## src/rtl/uart_transmitter_if.sv

```systemverilog
// Byte-in / serial-out bundle for uart_transmitter. The master side drives the
// byte strobe, and the slave (the transmitter) drives the line and the status flags.
interface uart_transmitter_if;
  logic       i_TX_DV;
  logic [7:0] i_TX_Byte;
  logic       o_TX_Serial;
  logic       o_TX_Active;
  logic       o_TX_Done;
  logic       o_TX_Ready;

  modport master (
    output i_TX_DV, i_TX_Byte,
    input  o_TX_Serial, o_TX_Active, o_TX_Done, o_TX_Ready
  );

  modport slave (
    input  i_TX_DV, i_TX_Byte,
    output o_TX_Serial, o_TX_Active, o_TX_Done, o_TX_Ready
  );
endinterface

```

## src/rtl/uart_transmitter.sv

```systemverilog
// 8N1 UART transmitter with a one-byte holding register, so that back-to-back
// frames go out with no idle gap. All outputs come straight from flops.
module uart_transmitter #(
  parameter int CLKS_PER_BIT = 217
) (
  input  logic              i_Clk,
  input  logic              i_Rst,
  uart_transmitter_if.slave bus
);
  localparam int CNT_W = (CLKS_PER_BIT > 1) ? $clog2(CLKS_PER_BIT) : 1;
  localparam logic [CNT_W-1:0] CNT_LAST = CNT_W'(CLKS_PER_BIT - 1);

  typedef enum logic [1:0] {IDLE, START, DATA, STOP} state_t;

  state_t           state, stateNext;
  logic [CNT_W-1:0] clkCnt, clkCntNext;
  logic [2:0]       bitIdx, bitIdxNext;
  logic [7:0]       shiftReg, shiftNext;
  logic [7:0]       holdReg, holdNext;
  logic             holdEmpty, holdEmptyNext;
  logic             serial, serialNext;
  logic             active, activeNext;
  logic             done, doneNext;
  logic             bitEnd;

  assign bitEnd = (clkCnt == CNT_LAST);

  always_ff @(posedge i_Clk) begin
    if (i_Rst) begin
      state     <= IDLE;
      clkCnt    <= '0;
      bitIdx    <= '0;
      shiftReg  <= '0;
      holdReg   <= '0;
      holdEmpty <= 1'b1;
      serial    <= 1'b1;
      active    <= 1'b0;
      done      <= 1'b0;
    end else begin
      state     <= stateNext;
      clkCnt    <= clkCntNext;
      bitIdx    <= bitIdxNext;
      shiftReg  <= shiftNext;
      holdReg   <= holdNext;
      holdEmpty <= holdEmptyNext;
      serial    <= serialNext;
      active    <= activeNext;
      done      <= doneNext;
    end
  end

  always_comb begin
    stateNext     = state;
    clkCntNext    = bitEnd ? '0 : clkCnt + 1'b1;
    bitIdxNext    = bitIdx;
    shiftNext     = shiftReg;
    holdNext      = holdReg;
    holdEmptyNext = holdEmpty;
    serialNext    = serial;
    activeNext    = active;
    doneNext      = 1'b0;

    // Mid-frame strobes go to holding, except on the last stop cycle, where
    // the STOP branch decides where the byte lands.
    if (state != IDLE && bus.i_TX_DV && holdEmpty && !(state == STOP && bitEnd)) begin
      holdNext      = bus.i_TX_Byte;
      holdEmptyNext = 1'b0;
    end

    unique case (state)
      IDLE: begin
        clkCntNext = '0;
        serialNext = 1'b1;
        activeNext = 1'b0;
        if (bus.i_TX_DV) begin
          shiftNext  = bus.i_TX_Byte;
          stateNext  = START;
          serialNext = 1'b0;
          activeNext = 1'b1;
        end
      end
      START: begin
        if (bitEnd) begin
          stateNext  = DATA;
          bitIdxNext = '0;
          serialNext = shiftReg[0];
        end
      end
      DATA: begin
        if (bitEnd) begin
          if (bitIdx == 3'd7) begin
            stateNext  = STOP;
            bitIdxNext = '0;
            serialNext = 1'b1;
          end else begin
            bitIdxNext = bitIdx + 3'd1;
            shiftNext  = shiftReg >> 1;
            serialNext = shiftReg[1];
          end
        end
      end
      STOP: begin
        if (bitEnd) begin
          doneNext = 1'b1;
          if (!holdEmpty) begin
            shiftNext  = holdReg;
            stateNext  = START;
            serialNext = 1'b0;
            // A strobe on this cycle refills holding as it empties.
            if (bus.i_TX_DV) holdNext = bus.i_TX_Byte;
            else             holdEmptyNext = 1'b1;
          end else if (bus.i_TX_DV) begin
            shiftNext  = bus.i_TX_Byte;
            stateNext  = START;
            serialNext = 1'b0;
          end else begin
            stateNext  = IDLE;
            serialNext = 1'b1;
            activeNext = 1'b0;
          end
        end
      end
      default: stateNext = IDLE;
    endcase
  end

  assign bus.o_TX_Serial = serial;
  assign bus.o_TX_Active = active;
  assign bus.o_TX_Done   = done;
  assign bus.o_TX_Ready  = holdEmpty;
endmodule

```

## src/flat_wrapper.sv

```systemverilog
// flat-port wrapper written by rule: the top's interface ports become plain ports
module uart_transmitter_flat 
#(
  parameter int CLKS_PER_BIT = 217
)
  (i_Clk, i_Rst, bus_i_TX_DV, bus_i_TX_Byte, bus_o_TX_Serial, bus_o_TX_Active, bus_o_TX_Done, bus_o_TX_Ready);
  uart_transmitter_if bus_i ();
  input  logic i_Clk;
  input  logic i_Rst;
  input wire logic [$bits(bus_i.i_TX_DV)-1:0] bus_i_TX_DV;
  input wire logic [$bits(bus_i.i_TX_Byte)-1:0] bus_i_TX_Byte;
  output wire logic [$bits(bus_i.o_TX_Serial)-1:0] bus_o_TX_Serial;
  output wire logic [$bits(bus_i.o_TX_Active)-1:0] bus_o_TX_Active;
  output wire logic [$bits(bus_i.o_TX_Done)-1:0] bus_o_TX_Done;
  output wire logic [$bits(bus_i.o_TX_Ready)-1:0] bus_o_TX_Ready;
  assign bus_i.i_TX_DV = bus_i_TX_DV;
  assign bus_i.i_TX_Byte = bus_i_TX_Byte;
  assign bus_o_TX_Serial = bus_i.o_TX_Serial;
  assign bus_o_TX_Active = bus_i.o_TX_Active;
  assign bus_o_TX_Done = bus_i.o_TX_Done;
  assign bus_o_TX_Ready = bus_i.o_TX_Ready;
  uart_transmitter #(.CLKS_PER_BIT(CLKS_PER_BIT)) u_core (.i_Clk(i_Clk), .i_Rst(i_Rst), .bus(bus_i));
endmodule
```

## config.mk

```make
export PLATFORM = sky130hd
export DESIGN_NAME = uart_transmitter_flat
export DESIGN_NICKNAME = d
export VERILOG_FILES = /design/src/rtl/uart_transmitter_if.sv /design/src/rtl/uart_transmitter.sv /design/src/flat_wrapper.sv
export SDC_FILE = /design/constraint.sdc
export NUM_CORES = 1
export LEC_CHECK = 0
export ABC_AREA = 0
export CORE_MARGIN = 1
export CORE_UTILIZATION = 51
export CTS_CLUSTER_SIZE = 12
export DETAILED_ROUTE_END_ITERATION = 10
export HOLD_SLACK_MARGIN = 0.05
export PLACE_DENSITY_LB_ADDON = 0.1
export REMOVE_ABC_BUFFERS = 1
export SETUP_SLACK_MARGIN = 0.3
export SLEW_MARGIN = 30
export SYNTH_ARGS = -nofsm -noshare
export SYNTH_HDL_FRONTEND = slang
export SYNTH_SLANG_ARGS = --single-unit
```

## constraint.sdc

```tcl
create_clock -name i_Clk -period 1.75 [get_ports i_Clk]
set_input_delay 0.2625 -clock i_Clk [delete_from_list [all_inputs] [get_ports i_Clk]]
set_output_delay 0.2625 -clock i_Clk [all_outputs]
set_load 0.01 [all_outputs]
```

Word-level counts from Yosys, hierarchy flattened
Cells that the tools add are included.
{"block": "totals", "reg_bits": 33, "output_inout_bits": 4, "wordCells": 83, "in_bits": 11}
{"block": "op_classes", "bitwise_logic": 1, "mux": 41, "eq_ne": 13, "n_reduce_logical": 17, "n_addsub": 2}
{"cell": "$mux 8", "count": 10}
{"cell": "$pmux 8 s3", "count": 1}
{"cell": "$mux 1", "count": 17}
{"cell": "$mux 2", "count": 6}
{"cell": "$ne 2x1->1 const B", "count": 5}
{"cell": "$mux 3", "count": 3}
{"cell": "$add 8x1->8 const B", "count": 1}
{"cell": "$eq 8x8->1 const B", "count": 1}
{"cell": "$pmux 2 s4", "count": 1}
{"cell": "$reduce_and 4->1", "count": 2}
{"cell": "$ne 2x2->1 const B", "count": 3}
{"cell": "$pmux 3 s2", "count": 1}
{"cell": "$reduce_and 3->1", "count": 2}
{"cell": "$reduce_bool 2->1", "count": 3}
{"cell": "$reduce_and 5->1", "count": 1}
{"cell": "$eq 2x2->1 const B", "count": 2}
{"cell": "$logic_and 1x1->1", "count": 4}
{"cell": "$pmux 1 s4", "count": 1}
{"cell": "$add 3x1->3 const B", "count": 1}
{"cell": "$eq 3x3->1 const B", "count": 1}
{"cell": "$reduce_bool 3->1", "count": 1}
{"cell": "$reduce_or 3->1", "count": 1}
{"cell": "$eq 2x1->1 const B", "count": 1}
{"cell": "$logic_not 2->1", "count": 1}
{"cell": "4 further kinds", "count": 4}

Longest topological paths before layout
Gate-level depths: netlist of run 1.
{"block": "depth", "ltp_word": 9, "depth_mapped": 7, "depth_no_buf": 6}

Least setup slack after synthesis of run 1
OpenSTA, ideal clock, no wires.
{"block": "synth_path", "kind": "register -> register", "start": "register u_core.state[1]", "end": "register u_core.holdReg[0]", "required_ns": 1.633, "setup_time_ns": 0.117, "synth_period_minus_slack_ns": 1.712, "path_slack_ns": 0.038, "n_path_buf": 0, "path_stages_with_launch": 6, "arrival_ns": 1.595, "cell_sequence": "dfxtp_1 ha_1 nand4b_1 or3_4 a31o_2 a22o_1"}
{"block": "synth_between", "elab_chain_len": 9, "word_cells_on_any_way": 12, "cone_classes": "1 x eq/ne; 5 x mux; 6 x reduce/logical"}
{"element": "start: declaration", "line_no": "uart_transmitter.sv:15", "rtl": "state_t state, stateNext;"}
{"element": "start signal: assignment", "line_no": "uart_transmitter.sv:40", "rtl": "state <= stateNext;"}
{"element": "$eq 2x2->1 or $reduce_bool 2->1 (tied branches)", "line_no": "uart_transmitter.sv:65, uart_transmitter.sv:70"}
{"element": "$logic_and 1x1->1", "line_no": "uart_transmitter.sv:65", "rtl": "if (state != IDLE && bus.i_TX_DV && holdEmpty && !(state == STOP && bitEnd)) begin"}
{"element": "$logic_not 1->1 or $logic_and 1x1->1 (tied branches)", "line_no": "uart_transmitter.sv:65"}
{"element": "$logic_and 1x1->1", "line_no": "uart_transmitter.sv:65"}
{"element": "$mux 8", "line_no": "uart_transmitter.sv:65"}
{"element": "$mux 8", "line_no": "uart_transmitter.sv:110", "rtl": "if (bus.i_TX_DV) holdNext = bus.i_TX_Byte;"}
{"element": "$mux 8", "line_no": "uart_transmitter.sv:105", "rtl": "if (!holdEmpty) begin"}
{"element": "$mux 8", "line_no": "uart_transmitter.sv:103", "rtl": "if (bitEnd) begin"}
{"element": "$mux 8 *", "line_no": "uart_transmitter.sv:70", "rtl": "unique case (state)"}
{"element": "end signal: assignment", "line_no": "uart_transmitter.sv:44", "rtl": "holdReg <= holdNext;"}
{"element": "end: declaration", "line_no": "uart_transmitter.sv:19", "rtl": "logic [7:0] holdReg, holdNext;"}
Mark *: on every way between the ends. The rest lies on a longest branch, timed or not.
A chain may end at the register's enable or synchronous reset.

Final worst setup path of run 1
{"block": "layout_path", "start": "register u_core.state[1]", "end": "register u_core.holdReg[5]"}
Same word-level chain as after synthesis.

==> flow_metrics.py, run 1 <==
metrics = {
    "hold_path": {
        "min_path_cells": 1,
        "whs_endpoint": "u_core.holdReg[1]$_SDFF_PP0_",
        "hp-class": "register to register",
        "min-delay-start": "u_core.holdReg[1]$_SDFF_PP0_",
    },
    "drt": {
        "ant_nets": 0,
        "vias": 1682,
        "finalWirelength_um": 4558,
        "drc": 0,
        "dr.pass1.iters": 4,
        "wire_per_inst_um": 15.77,
        "via_per_inst": 5.820,
        "drtIter0Drc": 160,
    },
    "grt": {
        "overflow": 0,
        "track_usage_pct": 27.13,
        "antenna_found_initial": 0,
        "grt_busiest_layer": "met2",
        "grt_pass1_vias": 1585,
        "use_met3_pct": 5.672,
        "grt_max_degree": 18,
        "use_met1_pct": 34.07,
        "grt_pass1_wl_um": 7245,
        "use_met2_pct": 44.25,
    },
    "synth": {
        "synth_edf_count": 0,
        "netlist.area_leader.share_pct": 37.05,
        "ys.flop_type": "dfxtp_1",
        "synth_commonest_cells": "33 x dfxtp_1, 32 x o21ai_0, 22 x nand2_1",
        "synth-seq-cells": 33,
        "yosysMostFrequentCell": "dfxtp_1",
        "synth_cells": 209,
        "avgSynthCellArea_um2": 8.531,
        "synth.distinct_cells": 38,
        "ys_top_cells_by_area": "dfxtp_1 37%, mux2i_1 9.5%, o21ai_0 9.0%, ha_1 5.6%, nand2_1 4.6%",
        "yosys.area.top_type": "dfxtp_1",
        "synth_area_mm2": 0.001783,
        "yosysWarnings": 0,
        "seq_area_frac_synth_pct": 37.05,
        "synthArstFlopShare_pct": 0,
    },
    "outcome": {
        "status": "completed",
    },
    "placement": {
        "gp_congestion": 0.7814,
        "dp_hpwl_um": 2962,
        "io_buffers": 14,
    },
    "clocking": {
        "cts_max_level": 2,
        "clock-sinks": 33,
        "numCtsBuffers": 5,
        "clock_latency_ns": 0.35,
        "clkTransAtPathRegs_ns": 0.11,
        "clk_path_buf_depth": 2,
        "cts_tree": "done",
        "root_buffer": "clkbuf_4",
        "cts_hold_buf": 0,
    },
    "worst_setup_path": {
        "crit_slowest_cell": "or3_4",
        "rrSetupSlack_ns": 0.08,
        "cp.depth": 6,
        "crit_chain": "ha_4, nand4b_1, or3_4, a211oi_4, buf_6, a22o_1",
        "critPathRequiredTime_ns": 2.05,
        "reg2reg_to": "u_core.holdReg[5]$_SDFF_PP0_",
        "crit_path_end_kind": "register",
        "slowest_delay_ns": 0.42,
        "worstSetupStartpoint": "u_core.state[1]$_SDFFE_PP0P_",
        "crit_buf_inv": 1,
        "r2r-start": "u_core.state[1]$_SDFFE_PP0P_",
        "reg2regPathDepth": 6,
        "worstPathArrival_ns": 1.97,
        "worst-setup-path-type": "register to register",
        "cp_top_family": "simple AND/OR/NAND/NOR gates",
        "cp_max_fo": 4,
        "critPathLaunchType": "register",
    },
    "sta": {
        "finalCriticalPeriod_ns": 1.672,
        "max_freq_mhz": 598.2,
        "fin_skew_ns": 0.01458,
        "rsz0062_at_grt": "yes",
        "setup_violations": 0,
        "finalHoldViolCount": 0,
        "max-slew-margin-rel_pct": 77.63,
        "timing.final.crit_share_pct": 95.53,
        "tns_ns": 0,
        "drv_slew": 0,
        "worst_slew_pin_slew_ns": 0.3341,
    },
    "pwr": {
        "ir_worst_vdd_mv": 0.6302,
        "p_leak_nw": 0.9129,
        "total_power_mw": 2.813,
        "p_per_area_mw_per_mm2": 1199,
    },
    "die": {
        "ios": 15,
        "fp.dieW_um": 61.13,
        "rows": 21,
        "die_area_mm2": 0.003736,
        "chipHeight_um": 61.13,
        "core_area_mm2": 0.003337,
        "start_util_pct": 53.43,
    },
    "run": {
        "cap_violations": 0,
    },
    "final_layout": {
        "multiInputGateArea_mm2": 0.001171,
        "drive_gt1_share_pct": 25.93,
        "insertedDiodeCount": 0,
        "fill_cells": 273,
        "fin_nets": 261,
        "areaGrowthSynthToFinish_pct": 31.65,
        "seqCellArea_um2": 673.1,
    },
}
[routing by layer]
metal / up-vias / share of wire [%]
met5: - / 0
met4: 0 / 1.7
met3: 8 / 6.3
met2: 48 / 49
met1: 810 / 43
li1: 816 / -
[kinds of logic after synthesis]
logic type                 count (synthesis)  share of synthesized area (%)
xor gates and xnor gates                   6                          2.948
and+or+nand+nor                           57                          16.63
adders and majority gates                  8                          5.614
buffers and inverters                     20                          4.351
AOI/OAI and AO/OA                         68                          23.86
DFF                                       33                          37.05
muxes                                     17                          9.544
[worst max path at each step]
stage                                                  to  slack (ns)
after global placement    u_core.shiftReg[4]$_SDFFE_PP0P_        0.02
after global routing         u_core.holdReg[5]$_SDFF_PP0_       0.007
after floorplan              u_core.holdReg[0]$_SDFF_PP0_       -0.10
after detailed placement     u_core.holdReg[3]$_SDFF_PP0_       -0.08
final                        u_core.holdReg[5]$_SDFF_PP0_        0.08
after CTS                    u_core.holdReg[7]$_SDFF_PP0_        0.08
[worst register-to-register path, delay by kind of cell, from the launching register on]
| family | cells | cell delay [ns] |
|---|---|---|
| and+or+nand+nor | 2 | 0.56 |
| DFF | 1 | 0.39 |
| AOI/OAI and AO/OA | 2 | 0.38 |
| adders and majority gates | 1 | 0.15 |
| buffers and inverters | 1 | 0.15 |
[cell usage in the layout, fill, tap and decap left out, drive strengths merged, types with 3 or more instances in the layout]
master         count
mux2i             17
nand4b             3
a21oi             14
clkdlybuf4s50     10
a21o               3
clkbuf             6
a22o               8
o21ai             32
nand2             22
dlygate4sd2        4
nand3              5
ha                 8
xor2               3
xnor2              3
dfxtp             33
inv                9
buf               23
nor2              15
[report_power, final]
group	internal [mW]	switching (mW)	leakage (nW)
logic	0.633	0.695	0.609
registers	0.927	0.132	0.272
clock network	0.153	0.273	0.0320
total	1.71	1.10	0.913
[per-stage QoR]
stage / worst slack [ns] / hold slack [ns] / util (%) / instance area [um2] / cells
2_1_floorplan: -0.1041 / 0.3316 / - / 1739 / 198
3_3_place_gp: 0.01716 / 0.4504 / 61.34 / 2047 / 271
3_5_place_dp: -0.07634 / 0.4542 / 61.34 / 2047 / 271
4_1_cts: 0.07645 / 0.4834 / 67.57 / 2255 / 287
5_1_grt: 0.006680 / 0.5083 / 70.34 / 2347 / 289
6_report: 0.07829 / 0.4864 / 70.34 / 2347 / 289
[timing repair]
| action | 4_1_cts | 5_1_grt |
|---|---|---|
| setup endpoints to repair | 35 | 31 |
| buffers inserted | 8 | 2 |
| gates resized for setup | 30 | 16 |
| pin swaps | 13 | 7 |
[registers in the layout (all words and copies together) (netlist names)]
register / cells
u_core.bitIdx: 3
u_core.bus.o_TX_Active: 1
u_core.bus.o_TX_Done: 1
u_core.bus.o_TX_Ready: 1
u_core.bus.o_TX_Serial: 1
u_core.clkCnt: 8
u_core.holdReg: 8
u_core.shiftReg: 8
u_core.state: 2
[layout make-up]
type / count / share of cell area [%]
Clock buffer: 6 / 1.759
Clock inverter: 2 / 0.4264
Inverter: 9 / 1.439
Multi-Input combinational cell: 156 / 49.89
Sequential cell: 33 / 28.68
Tap cell: 46 / 2.452
Timing Repair Buffer: 37 / 15.35
No activity file was read; power rests on OpenSTA's default activity.
==> run 2, diff against run 1 <==
- SKIP_CTS_REPAIR_TIMING: not set -> 1
==> run 2 against run 1 <==
  * Total power shrank 0.22%
  * Sequential power barely moved
  * Fmax shrank 0.83%
  * Largest power group unchanged
  * Die area stayed put
  * Sequential share of layout area is 0.053 points higher
  * Routed wire length increased by 2.1%
  * Setup slack got worse by 0.014 ns
==> flow_metrics.py, run 2 (same netlist as run 1, synthesis figures left out) <==
metrics = {
    "sta": {
        "rsz0062_at_grt": "yes",
        "drv_slew": 0,
        "max-slew-margin-rel_pct": 79.00,
        "finalCriticalPeriod_ns": 1.686,
        "finalHoldViolCount": 0,
        "fin_skew_ns": 0.01541,
        "setup_violations": 0,
        "post-route-worst-setup-slack_ns": 0.06426,
        "max_freq_mhz": 593.2,
        "hold_ws_ns": 0.4815,
        "worst_slew_pin_slew_ns": 0.3136,
        "timing.final.crit_share_pct": 96.33,
    },
    "clocking": {
        "clock_latency_ns": 0.35,
        "clk_path_buf_depth": 2,
        "root_buffer": "clkbuf_4",
        "clock-sinks": 33,
        "cts_tree": "done",
        "cts_max_level": 2,
        "clkTransAtPathRegs_ns": 0.11,
        "numCtsBuffers": 5,
    },
    "pwr": {
        "internal_power_mw": 1.699,
        "ir_worst_vdd_mv": 0.6242,
        "p_leak_nw": 0.9255,
        "p_per_area_mw_per_mm2": 1191,
        "switching_share_pct": 39.47,
        "pwr-share-seq_pct": 38.3,
        "combPwrFrac_pct": 46.5,
        "p_clk_share_pct": 15.2,
        "power_switching_mw": 1.108,
    },
    "drt": {
        "vias": 1698,
        "finalWirelength_um": 4654,
        "drc": 0,
        "wire_per_inst_um": 16.22,
        "ant_nets": 0,
        "drtIter0Drc": 100,
        "via_per_inst": 5.916,
        "dr.pass1.iters": 5,
    },
    "grt": {
        "antenna_found_initial": 0,
        "use_met2_pct": 40.22,
        "grt_pass1_vias": 1526,
        "grt_busiest_layer": "met2",
        "grt_max_degree": 18,
        "overflow": 0,
        "track_usage_pct": 25.86,
        "use_met1_pct": 33.72,
        "use_met3_pct": 5.882,
        "grt_pass1_wl_um": 6955,
    },
    "final_layout": {
        "fin_nets": 259,
        "final_cell_mix": "28 x o21ai_0, 24 x dfxtp_1, 22 x nand2_1",
        "fill_cells": 272,
        "utilization_pct": 70.60,
        "biggestRegsByFlops": "u_core.clkCnt (8), u_core.holdReg (8), u_core.shiftReg (8)",
        "areaGrowthSynthToFinish_pct": 32.14,
        "final_common_cell": "o21ai_0",
        "drive_gt1_share_pct": 27.80,
        "fin_cells": 287,
        "insertedDiodeCount": 0,
    },
    "worst_setup_path": {
        "worstPathArrival_ns": 1.99,
        "worst-setup-path-type": "register to register",
        "critPathLaunchType": "register",
        "rrSetupSlack_ns": 0.06,
        "cp_max_fo": 8,
        "reg2regPathDepth": 6,
        "critPathRequiredTime_ns": 2.05,
        "r2r-start": "u_core.state[1]$_SDFFE_PP0P_",
        "crit_path_end_kind": "register",
        "reg2reg_to": "u_core.holdReg[1]$_SDFF_PP0_",
    },
    "die": {
        "rows": 21,
        "die_area_mm2": 0.003736,
        "core_area_mm2": 0.003337,
        "fp.dieW_um": 61.13,
        "chipHeight_um": 61.13,
        "start_util_pct": 53.43,
        "ios": 15,
    },
    "hold_path": {
        "min-delay-start": "u_core.holdReg[5]$_SDFF_PP0_",
        "min_path_cells": 1,
        "hp-class": "register to register",
        "whs_endpoint": "u_core.holdReg[5]$_SDFF_PP0_",
    },
    "placement": {
        "placed_cells": 271,
        "io_buffers": 14,
        "gp_congestion": 0.7814,
        "preCtsSetupSlack_ns": -0.07634,
        "dp_hpwl_um": 2962,
    },
    "run": {
        "cap_violations": 0,
    },
    "outcome": {
        "status": "completed",
    },
}
==> run 2: area by class of cell <==
cell class              instances  area [um2]  share of cell area, %
clock inverters                 2       10.01                 0.4249
repair buffers                 34       331.6                  14.07
clock buffers                   6       41.29                  1.753
well taps                      46       57.56                  2.443
multi-input cells             157        1205                  51.14
inverters                       9       33.78                  1.434
flip-flops and latches         33       676.9                  28.73
==> run 2: worst max-delay path by stage <==
stage / start / to / slack [ns]
after global routing: u_core.state[0]$_SDFFE_PP0P_ / u_core.holdReg[5]$_SDFF_PP0_ / 0.01
after global placement: u_core.state[0]$_SDFFE_PP0P_ / u_core.shiftReg[4]$_SDFFE_PP0P_ / 0.02
after CTS: u_core.state[1]$_SDFFE_PP0P_ / u_core.holdReg[3]$_SDFF_PP0_ / -0.09
final: u_core.state[1]$_SDFFE_PP0P_ / u_core.holdReg[1]$_SDFF_PP0_ / 0.06
after detailed placement: u_core.state[1]$_SDFFE_PP0P_ / u_core.holdReg[3]$_SDFF_PP0_ / -0.08
after floorplan: u_core.state[1]$_SDFFE_PP0P_ / u_core.holdReg[0]$_SDFF_PP0_ / -0.10
==> run 2: stage by stage <==
stage | setup TNS (ns) | instance area (um2) | total power [mW]
6_report | 0 | 2356 | 2.807
5_1_grt | 0 | 2356 | 2.972
4_1_cts | -1.098 | 2098 | 2.508
3_5_place_dp | -0.8232 | 2047 | 2.092
3_3_place_gp | 0 | 2047 | 2.047
2_1_floorplan | -0.8328 | 1739 | 1.739
==> run 2: power by group through the flow <==
stage          registers (mW)  logic [mW]  clock network (mW)
6_report                 1.07        1.31               0.427
5_1_grt                  1.09        1.41               0.473
4_1_cts                  1.04        1.04               0.429
3_5_place_dp             1.06        1.04                   0
3_3_place_gp             1.04        1.01                   0
2_1_floorplan            1.05       0.685                   0
==> run 2: worst max-delay path: stages, from the launching register on <==
cell,delay (ns)
dfxtp_4,0.40
ha_4,0.15
nand4b_1,0.14
or3_4,0.42
a211oi_4,0.25
buf_6,0.15
a22o_1,0.14
==> run 2: routing by layer <==
layer / up-vias / wire [um]
li1: 817 / -
met1: 814 / 2081
met2: 55 / 2191
met3: 12 / 281
met4: 0 / 99
met5: - / 0
==> run 3, diff against run 2 <==
--- a/config.mk
+++ b/config.mk
@@ -12,3 +12,3 @@
 export DETAILED_ROUTE_END_ITERATION = 10
-export HOLD_SLACK_MARGIN = 0.05
+export HOLD_SLACK_MARGIN = 0.12
 export PLACE_DENSITY_LB_ADDON = 0.1
==> constraint.sdc (replaced) <==
create_clock -name i_Clk -period 1.75 [get_ports i_Clk]
set_input_delay 0.4375 -clock i_Clk [delete_from_list [all_inputs] [get_ports i_Clk]]
set_output_delay 0.4375 -clock i_Clk [all_outputs]
set_load 0.01 [all_outputs]
==> run 3 against run 2 <==
  * Global-route usage decreased by 1.9 points
  * Fmax about the same
  * Non-clock buffer count increased by 8
  * Clock power shrank 4.9%
  * Via count down 0.77%
  * Largest cell class unchanged
  * Largest power group unchanged
  * Highest routed layer unchanged
==> flow_metrics.py, run 3 (same netlist as run 1, synthesis figures left out) <==
metrics = {
    "pwr": {
        "ir_worst_vdd_mv": 0.4706,
        "p_leak_nw": 0.9736,
        "total_power_mw": 2.827,
        "p_per_area_mw_per_mm2": 1187,
    },
    "final_layout": {
        "fin_cells": 295,
        "drive_gt1_share_pct": 28.51,
        "multiInputGateArea_mm2": 0.001167,
        "areaGrowthSynthToFinish_pct": 33.54,
        "biggestRegsByFlops": "u_core.clkCnt (8), u_core.holdReg (8), u_core.shiftReg (8)",
        "final_area_mm2": 0.002381,
        "final_common_cell": "o21ai_0",
        "final_cell_mix": "27 x o21ai_0, 25 x dfxtp_1, 22 x nand2_1",
        "seqCellArea_um2": 673.1,
        "fill_cells": 280,
        "insertedDiodeCount": 0,
        "fin_nets": 267,
    },
    "placement": {
        "dp_hpwl_um": 2944,
        "gp_congestion": 0.7925,
        "io_buffers": 14,
        "placed_cells": 282,
        "placed_cell_area_mm2": 0.002130,
    },
    "clocking": {
        "root_buffer": "clkbuf_4",
        "numCtsBuffers": 5,
        "cts_max_level": 2,
        "cts_tree": "done",
        "clock_latency_ns": 0.33,
        "clk_path_buf_depth": 2,
        "clkTransAtPathRegs_ns": 0.10,
        "clock-sinks": 33,
    },
    "grt": {
        "grt_pass1_wl_um": 6465,
        "grt_max_degree": 17,
        "grt_pass1_vias": 1470,
        "antenna_found_initial": 0,
        "overflow": 0,
        "track_usage_pct": 23.94,
    },
    "sta": {
        "drv_slew": 0,
        "max-slew-margin-rel_pct": 76.53,
        "tns_ns": 0,
        "worst_slew_pin_slew_ns": 0.3497,
        "max_freq_mhz": 593.0,
        "finalHoldViolCount": 0,
        "setup_violations": 0,
        "finalCriticalPeriod_ns": 1.686,
        "fin_skew_ns": 0.007510,
        "rsz0062_at_grt": "yes",
        "timing.final.crit_share_pct": 96.36,
    },
    "die": {
        "core_area_mm2": 0.003337,
        "ios": 15,
        "die_area_mm2": 0.003736,
        "rows": 21,
        "chipHeight_um": 61.13,
        "start_util_pct": 53.43,
        "fp.dieW_um": 61.13,
    },
    "drt": {
        "ant_nets": 0,
        "drtIter0Drc": 125,
        "drc": 0,
        "wire_per_inst_um": 14.46,
        "finalWirelength_um": 4267,
        "vias": 1685,
        "dr.pass1.iters": 5,
        "via_per_inst": 5.712,
    },
    "worst_setup_path": {
        "crit_slowest_cell": "dfxtp_4",
        "critPathLaunchType": "register",
        "worst-setup-path-type": "register to register",
        "crit_chain": "ha_4, nand4b_1, or3_4, a211oi_4, buf_6, a22o_1",
        "crit_path_end_kind": "register",
        "worstPathArrival_ns": 1.97,
        "critPathRequiredTime_ns": 2.03,
        "cp_max_fo": 4,
        "slowest_delay_ns": 0.39,
    },
    "run": {
        "cap_violations": 0,
    },
    "outcome": {
        "status": "completed",
    },
    "hold_path": {
        "hp-class": "register to register",
    },
}
==> run 3: cell types whose count changed in the layout (fill, tap and decap cells not counted), moves of 2 or more <==
cell	previous run	this run
a21oi_2	0	2
buf_4	14	21
ha_2	3	1
o21ai_1	2	5
==> run 3: metal layers <==
| metal | GRT usage [%] | vias up | share of wire (%) | routed length (um) |
|---|---|---|---|---|
| li1 | - | 829 | - | - |
| met1 | 29.07 | 799 | 46 | 1980 |
| met3 | 6.513 | 4 | 5.3 | 225 |
| met5 | 0 | - | 0 | 0 |
| met2 | 39.44 | 53 | 47 | 2011 |
| met4 | 11.04 | 0 | 1.2 | 50 |
==> run 3: power by group <==
group	leakage (nW)	switching [mW]	internal, mW
combinational	0.669	0.710	0.656
sequential	0.272	0.128	0.927
clock	0.0320	0.253	0.153
total	0.974	1.09	1.74
==> run 3: critical path: cells and delay by family (launching register included) <==
kind | cells | cell delay [ns]
compound gates | 2 | 0.40
fa+ha+maj | 1 | 0.14
buf+inv | 1 | 0.15
flops | 1 | 0.39
simple gates | 2 | 0.55
==> run 3: final timing paths <==
kind / startpoint / end / slack, ns / depth (start not counted)
worst max register to register: u_core.state[0]$_SDFFE_PP0P_ / u_core.holdReg[2]$_SDFF_PP0_ / 0.06 / 6
worst min register to register: u_core.holdReg[0]$_SDFF_PP0_ / u_core.holdReg[0]$_SDFF_PP0_ / 0.48 / 1
worst max-delay path: u_core.state[0]$_SDFFE_PP0P_ / u_core.holdReg[2]$_SDFF_PP0_ / 0.06 / 6
worst min-delay path: u_core.holdReg[0]$_SDFF_PP0_ / u_core.holdReg[0]$_SDFF_PP0_ / 0.48 / 1
==> run 3: layout make-up <==
type,instances,share of cell area (%)
clock buffers,6,1.734
clock inverters,2,0.4204
inverters,9,1.419
multi-input cells,157,49.03
flip-flops and latches,33,28.27
well taps,46,2.417
repair buffers,42,16.71
==> run 3: stage by stage <==
| stage | util [%] | setup slack (ns) | hold slack (ns) |
|---|---|---|---|
| floorplan | - | -0.1041 | 0.4297 |
| global placement | 63.82 | -0.1200 | 0.4531 |
| detailed placement | 63.82 | -0.2055 | 0.4532 |
| CTS | 65.35 | -0.06196 | 0.4813 |
| global route | 71.35 | -0.03318 | 0.4987 |
| finish | 71.35 | 0.06378 | 0.4810 |
